## src/rtl/arm_pkg.sv

```systemverilog
// Shared definitions for the ARM pipeline control blocks.
package arm_pkg;

    localparam int unsigned REG_ADDR_LEN  = 4;
    localparam int unsigned CNT_W_DEFAULT = 16;
    localparam int unsigned WAIT_CNT_W    = 16;

    typedef enum logic [1:0] {
        StIdle  = 2'd0,
        StWait  = 2'd1,
        StError = 2'd2
    } mem_state_e;

    // True when a writing instruction targets a register read by the ID instruction.
    function automatic logic raw_hit(
        input logic [REG_ADDR_LEN-1:0] dest,
        input logic                    wb_en,
        input logic [REG_ADDR_LEN-1:0] src1,
        input logic [REG_ADDR_LEN-1:0] src2,
        input logic                    two_src
    );
        return wb_en && ((dest == src1) || (two_src && (dest == src2)));
    endfunction

endpackage

```

## src/rtl/hazard_stall_ctrl_if.sv

```systemverilog
// Pipeline-side bundle of the hazard/stall controller.
interface hazard_stall_ctrl_if #(
    parameter int unsigned CNT_W = arm_pkg::CNT_W_DEFAULT
) ();

    logic [arm_pkg::REG_ADDR_LEN-1:0] src1;
    logic [arm_pkg::REG_ADDR_LEN-1:0] src2;
    logic                             two_src;
    logic [arm_pkg::REG_ADDR_LEN-1:0] EXE_dest;
    logic                             EXE_WB_EN;
    logic                             EXE_MEM_R_EN;
    logic [arm_pkg::REG_ADDR_LEN-1:0] MEM_dest;
    logic                             MEM_WB_EN;
    logic                             Branch_taken;
    logic                             mem_req;
    logic                             mem_ready;
    logic                             hazard;
    logic                             freeze;
    logic                             flush;
    logic                             mem_stall;
    logic                             mem_error;
    logic [CNT_W-1:0]                 stall_cycles;
    logic [CNT_W-1:0]                 flush_events;

    // Pipeline side
    modport master (
        output src1, src2, two_src, EXE_dest, EXE_WB_EN, EXE_MEM_R_EN,
               MEM_dest, MEM_WB_EN, Branch_taken, mem_req, mem_ready,
        input  hazard, freeze, flush, mem_stall, mem_error, stall_cycles, flush_events
    );

    // Controller side
    modport slave (
        input  src1, src2, two_src, EXE_dest, EXE_WB_EN, EXE_MEM_R_EN,
               MEM_dest, MEM_WB_EN, Branch_taken, mem_req, mem_ready,
        output hazard, freeze, flush, mem_stall, mem_error, stall_cycles, flush_events
    );

endinterface

```

## src/rtl/sat_counter.sv

```systemverilog
// Up-counter that sticks at all-ones, with synchronous clear.
module sat_counter #(
    parameter int unsigned Width = 16
) (
    input  logic             clk_i,
    input  logic             clr_i,
    input  logic             en_i,
    output logic [Width-1:0] cnt_o
);

    logic [Width-1:0] cnt_q, cnt_d;

    // Increment unless already saturated.
    always_comb begin
        cnt_d = cnt_q;
        if (en_i && (cnt_q != '1)) begin
            cnt_d = cnt_q + 1'b1;
        end
    end

    // Count register; clear wins over enable.
    always_ff @(posedge clk_i) begin
        if (clr_i) begin
            cnt_q <= '0;
        end else begin
            cnt_q <= cnt_d;
        end
    end

    assign cnt_o = cnt_q;

endmodule

```

## src/rtl/hazard_stall_ctrl.sv

```systemverilog
// Hazard detection, branch flush and data-memory wait-state control.
module hazard_stall_ctrl
    import arm_pkg::*;
#(
    parameter bit          FORWARD_EN  = 1'b0,
    parameter int unsigned MEM_TIMEOUT = 255,
    parameter int unsigned CNT_W       = CNT_W_DEFAULT
) (
    input logic                clk,
    input logic                rst,
    hazard_stall_ctrl_if.slave bus
);

    localparam logic [WAIT_CNT_W-1:0] TimeoutVal = WAIT_CNT_W'(MEM_TIMEOUT);

    mem_state_e              state_q, state_d;
    logic [WAIT_CNT_W-1:0]   wait_cnt_q, wait_cnt_d;
    logic                    mem_error_q, mem_error_d;

    logic                    hazard_raw;
    logic                    mem_stall;
    logic                    hazard;
    logic                    freeze;
    logic                    flush;
    logic [CNT_W-1:0]        stall_cnt;
    logic [CNT_W-1:0]        flush_cnt;

    // RAW detect: with forwarding only a load in EXE forces a bubble.
    always_comb begin
        hazard_raw = 1'b0;
        if (FORWARD_EN) begin
            hazard_raw = bus.EXE_MEM_R_EN &&
                         raw_hit(bus.EXE_dest, bus.EXE_WB_EN, bus.src1, bus.src2, bus.two_src);
        end else begin
            hazard_raw = raw_hit(bus.EXE_dest, bus.EXE_WB_EN, bus.src1, bus.src2, bus.two_src) ||
                         raw_hit(bus.MEM_dest, bus.MEM_WB_EN, bus.src1, bus.src2, bus.two_src);
        end
    end

    // Memory FSM state, wait counter and sticky error flag.
    always_ff @(posedge clk) begin
        if (rst) begin
            state_q     <= StIdle;
            wait_cnt_q  <= '0;
            mem_error_q <= 1'b0;
        end else begin
            state_q     <= state_d;
            wait_cnt_q  <= wait_cnt_d;
            mem_error_q <= mem_error_d;
        end
    end

    // Memory FSM next state; ERROR is only left through reset.
    always_comb begin
        state_d     = state_q;
        wait_cnt_d  = wait_cnt_q;
        mem_error_d = mem_error_q;
        unique case (state_q)
            StIdle: begin
                if (bus.mem_req && !bus.mem_ready) begin
                    state_d    = StWait;
                    wait_cnt_d = WAIT_CNT_W'(1);
                end
            end
            StWait: begin
                if (bus.mem_ready) begin
                    state_d    = StIdle;
                    wait_cnt_d = '0;
                end else if (wait_cnt_q == TimeoutVal) begin
                    state_d     = StError;
                    mem_error_d = 1'b1;
                end else begin
                    wait_cnt_d = wait_cnt_q + 1'b1;
                end
            end
            StError: begin
                state_d = StError;
            end
            default: begin
                state_d = StIdle;
            end
        endcase
    end

    // Prioritised pipeline controls: memory stall, then branch flush, then RAW bubble.
    always_comb begin
        mem_stall = bus.mem_req && !bus.mem_ready && (state_q != StError);
        hazard    = 1'b0;
        freeze    = 1'b0;
        flush     = 1'b0;
        if (mem_stall) begin
            freeze = 1'b1;
        end else if (bus.Branch_taken) begin
            flush = 1'b1;
        end else if (hazard_raw) begin
            hazard = 1'b1;
            freeze = 1'b1;
        end
    end

    sat_counter #(
        .Width (CNT_W)
    ) u_stall_cnt (
        .clk_i (clk),
        .clr_i (rst),
        .en_i  (freeze),
        .cnt_o (stall_cnt)
    );

    sat_counter #(
        .Width (CNT_W)
    ) u_flush_cnt (
        .clk_i (clk),
        .clr_i (rst),
        .en_i  (flush),
        .cnt_o (flush_cnt)
    );

    assign bus.hazard       = hazard;
    assign bus.freeze       = freeze;
    assign bus.flush        = flush;
    assign bus.mem_stall    = mem_stall;
    assign bus.mem_error    = mem_error_q;
    assign bus.stall_cycles = stall_cnt;
    assign bus.flush_events = flush_cnt;

endmodule

```

## src/flat_wrapper.sv

```systemverilog
// flat-port wrapper written by rule: the top's interface ports become plain ports
module hazard_stall_ctrl_flat import arm_pkg::*;
#(
    parameter bit          FORWARD_EN  = 1'b0,
    parameter int unsigned MEM_TIMEOUT = 255,
    parameter int unsigned CNT_W       = CNT_W_DEFAULT
)
  (clk, rst, bus_src1, bus_src2, bus_two_src, bus_EXE_dest, bus_EXE_WB_EN, bus_EXE_MEM_R_EN, bus_MEM_dest, bus_MEM_WB_EN, bus_Branch_taken, bus_mem_req, bus_mem_ready, bus_hazard, bus_freeze, bus_flush, bus_mem_stall, bus_mem_error, bus_stall_cycles, bus_flush_events);
  hazard_stall_ctrl_if #(.CNT_W(CNT_W)) bus_i ();
  input logic clk;
  input logic rst;
  input wire logic [$bits(bus_i.src1)-1:0] bus_src1;
  input wire logic [$bits(bus_i.src2)-1:0] bus_src2;
  input wire logic [$bits(bus_i.two_src)-1:0] bus_two_src;
  input wire logic [$bits(bus_i.EXE_dest)-1:0] bus_EXE_dest;
  input wire logic [$bits(bus_i.EXE_WB_EN)-1:0] bus_EXE_WB_EN;
  input wire logic [$bits(bus_i.EXE_MEM_R_EN)-1:0] bus_EXE_MEM_R_EN;
  input wire logic [$bits(bus_i.MEM_dest)-1:0] bus_MEM_dest;
  input wire logic [$bits(bus_i.MEM_WB_EN)-1:0] bus_MEM_WB_EN;
  input wire logic [$bits(bus_i.Branch_taken)-1:0] bus_Branch_taken;
  input wire logic [$bits(bus_i.mem_req)-1:0] bus_mem_req;
  input wire logic [$bits(bus_i.mem_ready)-1:0] bus_mem_ready;
  output wire logic [$bits(bus_i.hazard)-1:0] bus_hazard;
  output wire logic [$bits(bus_i.freeze)-1:0] bus_freeze;
  output wire logic [$bits(bus_i.flush)-1:0] bus_flush;
  output wire logic [$bits(bus_i.mem_stall)-1:0] bus_mem_stall;
  output wire logic [$bits(bus_i.mem_error)-1:0] bus_mem_error;
  output wire logic [$bits(bus_i.stall_cycles)-1:0] bus_stall_cycles;
  output wire logic [$bits(bus_i.flush_events)-1:0] bus_flush_events;
  assign bus_i.src1 = bus_src1;
  assign bus_i.src2 = bus_src2;
  assign bus_i.two_src = bus_two_src;
  assign bus_i.EXE_dest = bus_EXE_dest;
  assign bus_i.EXE_WB_EN = bus_EXE_WB_EN;
  assign bus_i.EXE_MEM_R_EN = bus_EXE_MEM_R_EN;
  assign bus_i.MEM_dest = bus_MEM_dest;
  assign bus_i.MEM_WB_EN = bus_MEM_WB_EN;
  assign bus_i.Branch_taken = bus_Branch_taken;
  assign bus_i.mem_req = bus_mem_req;
  assign bus_i.mem_ready = bus_mem_ready;
  assign bus_hazard = bus_i.hazard;
  assign bus_freeze = bus_i.freeze;
  assign bus_flush = bus_i.flush;
  assign bus_mem_stall = bus_i.mem_stall;
  assign bus_mem_error = bus_i.mem_error;
  assign bus_stall_cycles = bus_i.stall_cycles;
  assign bus_flush_events = bus_i.flush_events;
  hazard_stall_ctrl #(.FORWARD_EN(FORWARD_EN), .MEM_TIMEOUT(MEM_TIMEOUT), .CNT_W(CNT_W)) u_core (.clk(clk), .rst(rst), .bus(bus_i));
endmodule
```

## config.mk

```make
export PLATFORM = sky130hd
export DESIGN_NAME = hazard_stall_ctrl_flat
export DESIGN_NICKNAME = d
export VERILOG_FILES = /design/src/rtl/arm_pkg.sv /design/src/rtl/hazard_stall_ctrl_if.sv /design/src/rtl/sat_counter.sv /design/src/rtl/hazard_stall_ctrl.sv /design/src/flat_wrapper.sv
export SDC_FILE = /design/constraint.sdc
export NUM_CORES = 1
export LEC_CHECK = 0
export ABC_AREA = 1
export CORE_MARGIN = 5
export CORE_UTILIZATION = 51
export DETAILED_ROUTE_END_ITERATION = 8
export GPL_TIMING_DRIVEN = 0
export PLACE_DENSITY = 0.8
export SLEW_MARGIN = 25
export SYNTH_ARGS = -nofsm -noshare
export SYNTH_HDL_FRONTEND = slang
export SYNTH_SLANG_ARGS = --single-unit
export TNS_END_PERCENT = 30
```

## constraint.sdc

```tcl
create_clock -name clk -period 2.1 [get_ports clk]
set_input_delay 0.63 -clock clk [delete_from_list [all_inputs] [get_ports clk]]
set_output_delay 0.63 -clock clk [all_outputs]
set_load 0.05 [all_outputs]
```

After elaboration in Yosys (flattened, before gate mapping):

Cells that the tools add are included.

* register bits: 51
* logic and storage cells: 53

* bitwise gates (word level): 1
* muxes and demuxes: 14
* equal/unequal tests: 13
* $add $sub $neg: 3
* reductions and logical operators: 17

Operators with widths (number)
* adder 16 x 1 -> 16 bit, second input constant: 3
* 2-to-1 mux 16 bit: 3
* != test 16 bit, second input constant: 2
* case mux 16 bit (2 select lines): 1
* equality test 16 x 8 -> 1 bit, second input constant: 1
* equality test 4 bit: 4
* logical AND 1 bit: 8
* 2-to-1 mux 1 bit: 6
* 2-to-1 mux 2 bit: 3
* case mux 2 bit (3 select lines): 1
* AND reduction 3 bit: 2
* logical OR 1 bit: 3
* != test 3 x 2 -> 1 bit, second input constant: 1
* != test 3 bit, second input constant: 1
* equality test 2 x 1 -> 1 bit, second input constant: 1
* equality test 2 bit, second input constant: 1
* zero test 2 bit: 1
* != test 2 x 1 -> 1 bit, second input constant: 1
* != test 2 bit, second input constant: 1
* AND reduction 2 bit: 1
* nonzero test 2 bit: 1
* zero test 1 bit: 1
* NOT 1 bit: 1

Logic depth before layout (Yosys ltp):

* word-level depth: 9
* gate-level depth with buffers: 14
* depth with buffers taken out: 13

By module:

A second synthesis with hierarchy kept.

* cell total of the unflattened synthesis: 549
* area, all modules: 3294.4 um2

Modules (own cells, without submodules)
* sat_counter: area each 929.6 um2, times used 2, cells an instance 149
* hazard_stall_ctrl: area each 1435.1 um2, times used 1, cells an instance 251

Worst setup path before layout:

No wires, ideal clock.

* kind: in2out
* start point: input port bus_mem_ready
* end point: output port bus_freeze
* arrival time: 1.784 ns
* required time: 1.470 ns
* slack: -0.314 ns
* stages: 6
* path through: inv_2 > nand2_2 > a21oi_2 > inv_1 > nand2_2 > buf_6

* longest elaborated chain between the ends: 4

Ends and longest elaborated chain
* start, declared: line flat_wrapper.sv:22 `input wire logic [$bits(bus_i.mem_ready)-1:0] bus_mem_ready;`
* zero test 1 bit: line hazard_stall_ctrl.sv:87 `mem_stall = bus.mem_req && !bus.mem_ready && (state_q != StError);`
* logical AND 1 bit (2 in series): line hazard_stall_ctrl.sv:87
* via bus_mem_stall: line flat_wrapper.sv:26 `output wire logic [$bits(bus_i.mem_stall)-1:0] bus_mem_stall;`
* 2-to-1 mux 1 bit: line hazard_stall_ctrl.sv:91 `if (mem_stall) begin`
* end, declared: line flat_wrapper.sv:24 `output wire logic [$bits(bus_i.freeze)-1:0] bus_freeze;`

The timed path passes the listed nets, and every way through them passes these cells.

Worst setup path after layout:

* start point: input port bus_EXE_dest[3]
* end point: output port bus_hazard

* longest elaborated chain between the ends: 8
* elaborated cells between the ends (all ways): 9
* classes of those cells: eq/ne: 2; mux: 3; reduce/logical: 4

Ends and longest elaborated chain
* start, declared: line flat_wrapper.sv:15 `input wire logic [$bits(bus_i.EXE_dest)-1:0] bus_EXE_dest;`
* equality test 4 bit: line arm_pkg.sv:22 `return wb_en && ((dest == src1) || (two_src && (dest == src2)));`
* logical AND 1 bit: line arm_pkg.sv:22
* logical OR 1 bit *: line arm_pkg.sv:22
* logical AND 1 bit *: line arm_pkg.sv:22
* logical OR 1 bit *: line hazard_stall_ctrl.sv:35 `hazard_raw = raw_hit(bus.EXE_dest, bus.EXE_WB_EN, bus.src1, bus.src2, bus.two_src) ||`
* 2-to-1 mux 1 bit *: line hazard_stall_ctrl.sv:95 `end else if (hazard_raw) begin`
* 2-to-1 mux 1 bit *: line hazard_stall_ctrl.sv:93 `end else if (bus.Branch_taken) begin`
* 2-to-1 mux 1 bit *: line hazard_stall_ctrl.sv:91
* end, declared: line flat_wrapper.sv:23 `output wire logic [$bits(bus_i.hazard)-1:0] bus_hazard;`

Every way passes the cells marked *; elsewhere a longest branch is shown, timed or not.

==> metrics.cfg <==
[flow_run]
maxCapViolations=0

[synth]
syn_nets=481
syn-instance-count=453
synthDistinctLibCells=36
yosysSeqAreaShare_pct=34.2
ys_top_cells_by_area=dfxtp_1 34%, nand2_1 14%, nor2_1 7.4%
syn-cell-area_um2=2980
ys_seq_elements=51
synth_top_area_share_pct=34.2
yosysTopAreaCell=dfxtp_1
yosys_warnings=0
syn_avg_cell_area_um2=6.58

[outcome]
violations=negative setup slack
status=complete, but fails checks

[clock_tree]
clock_latency_ns=0.31
clk_path_buf_depth=2
cts.sinks=51
cts_tree=done
numCtsBuffers=5
ctsHtreeMaxLevel=2
cts-root-buf=clkbuf_8
cts_hold_buf=0
clk_pin_slew_ns=0.09

[critical_path]
critPathMaxStageDelay_ns=0.16
worstPathRequired_ns=1.47
critical_path.top_delay_family=simple AND/OR/NAND/NOR gates
crit_arrival_ns=1.57
crit_fanout=3
cpMaxStageDelayCell=buf_6
crit_chain=buf_4 > xor2_1 > nor2_1 > nand2_1 > nand2_1 > nand2_1 > nand2_2 > nand2_4 > nor2_4 > buf_6
cp_common_cell=nand2_1
end_kind=primary output
critPathKind=primary input to primary output
rrSetupSlack_ns=0.31
path_buf_inv=2
crit_path_start_kind=primary input

[sta]
setup-violations-final=2
hold_violations=0
drv_slew=0
finalSetupTns_ns=-0.204
period_share_pct=105
period_minus_slack_ns=2.20
tightest_slew_ns=0.506
rsz0062_at_grt=true
fmax_mhz=454
fin_skew_ns=0.00578
hold_ws_ns=0.463
setup_slack_ns=-0.105
slew_headroom_pct=66.2

[grt]
overflow=0
grt_max_degree=17
track_usage_pct=19.9
grt_pass1_vias=2930
grt_first_pass_wirelength_um=12400
antenna_found_initial=0

[final_layout]
area_delta_synth_final_pct=27.8
nets=554
post-route-cell-area_um2=3810
fillCellCount=551
final_layout_size_suffix_gt1_share_pct=19.2
n_antenna_cell=0

[floorplan]
ios=62
fp-row-count=27
die_h_um=86.5
dieArea_um2=7480
core-area_um2=5610
die_w_um=86.5
start_util_pct=53.2

[drt]
viasPerCell=5.15
vias=3085
wl_um=7280
first_pass_iters=4
ant_nets=0
drc_errors=0
drt_iter0_markers=82
routedWlPerCell_um=12.2

[pwr]
ir_drop_uv=363
power_per_cell_area_nw_per_um2=497
p_leak_nw=1.73
finalPower_mw=1.90

[placement]
gp_congestion=0.806
portBuffers=60
place_area_um2=3690
hpwl_um=5320

[hold_path]
hp-class=flip-flop to flip-flop

## area by class of cell
| class | count | area [µm²] | area share, % |
|---|---|---|---|
| sequential | 51 | 1020 | 26.8 |
| clock buffer | 5 | 68.8 | 1.81 |
| inverter | 58 | 219 | 5.75 |
| tap | 72 | 90.1 | 2.36 |
| multi-input combinational | 336 | 1730 | 45.4 |
| timing repair buffer | 67 | 612 | 16.1 |
| buffer | 7 | 51.3 | 1.35 |
| clock inverter | 3 | 20.0 | 0.525 |
## final timing paths
check                         startpoint                     endpoint  cells after the start
min reg2reg         u_core.bus.mem_error         u_core.bus.mem_error                      2
max reg2reg  u_core.u_flush_cnt.cnt_o[0]  u_core.u_flush_cnt.cnt_o[5]                      9
min                 u_core.bus.mem_error         u_core.bus.mem_error                      2
max                      bus_EXE_dest[3]                   bus_hazard                     10
## tightest hold or removal path, stage by stage, from the launching register on
cell	delay, ns
dfxtp_1	0.32
inv_1	0.05
a21oi_1	0.05
## metrics by stage
| step | setup slack (ns) | util [%] | std cells |
|---|---|---|---|
| 2_1_floorplan | -0.0997 | - | 453 |
| 3_3_place_gp | -1.40 | 65.8 | 585 |
| 3_5_place_dp | -1.41 | 65.8 | 585 |
| 4_1_cts | -0.145 | 67.1 | 599 |
| 5_1_grt | -0.178 | 68.0 | 599 |
| 6_report | -0.105 | 68.0 | 599 |
## layer usage
metal	global-route usage, %	wire, µm	vias to the layer above
li1	-	-	1603
met1	23.3	3230	1406
met2	36.7	3630	66
met3	3.71	324	10
met4	5.81	98	0
met5	0	0	-
## report_power, final
group	switching, mW	leakage, nW	internal, mW
Combinational	0.198	1.28	0.131
Sequential	0.0122	0.412	0.978
Clock	0.345	0.0402	0.233
## repair_timing
action,CTS,global route
pin swaps,19,15
resized for setup,155,24
endpoints found under the setup margin,36,5
buffers inserted,6,1
## sequential cells by signal, indices dropped and copies added, names as in the netlist
register                  count
u_core.state_q                2
u_core.u_stall_cnt.cnt_o     16
u_core.u_flush_cnt.cnt_o     16
u_core.bus.mem_error          1
u_core.wait_cnt_q            16
## cells in the mapped netlist (all sizes together)
cell type and number:
a211oi 2, a21oi 45, a31oi 2, and3 2, buf 6, clkbuf 2
clkinv 1, dfxtp 51, ha 3, inv 57, nand2 121, nand3 38
nand3b 1, nand4 5, nor2 72, nor3 7, nor3b 5, nor4 1
o2111ai 1, o21a 2, o21ai 17, o21bai 1, o31ai 1, xor2 10
## cells by family after synthesis
logic type / Yosys count / synth area share [%]
AOI/OAI and AO/OA: 71 / 13.5
xor gates and xnor gates: 10 / 2.94
adders and majority gates: 3 / 1.26
buffers and inverters: 66 / 9.44
DFF: 51 / 34.2
and+or+nand+nor: 252 / 38.6
## cells in the final DEF (no fill, tap or decap), drive strengths merged, types with 3 or more instances in the layout
cell           Yosys  routed
a21oi             45      45
nand4              5       5
ha                 3       3
buf                6      34
xor2              10      10
nand2            121     121
nor3b              5       5
inv               57      57
clkbuf             2       7
nor3               7       7
nor2              72      72
nand3             38      38
dfxtp             51      51
o21ai             17      17
clkdlybuf4s50      0       4
dlygate4sd2        0      32
No activity file was read; power rests on OpenSTA's default activity.
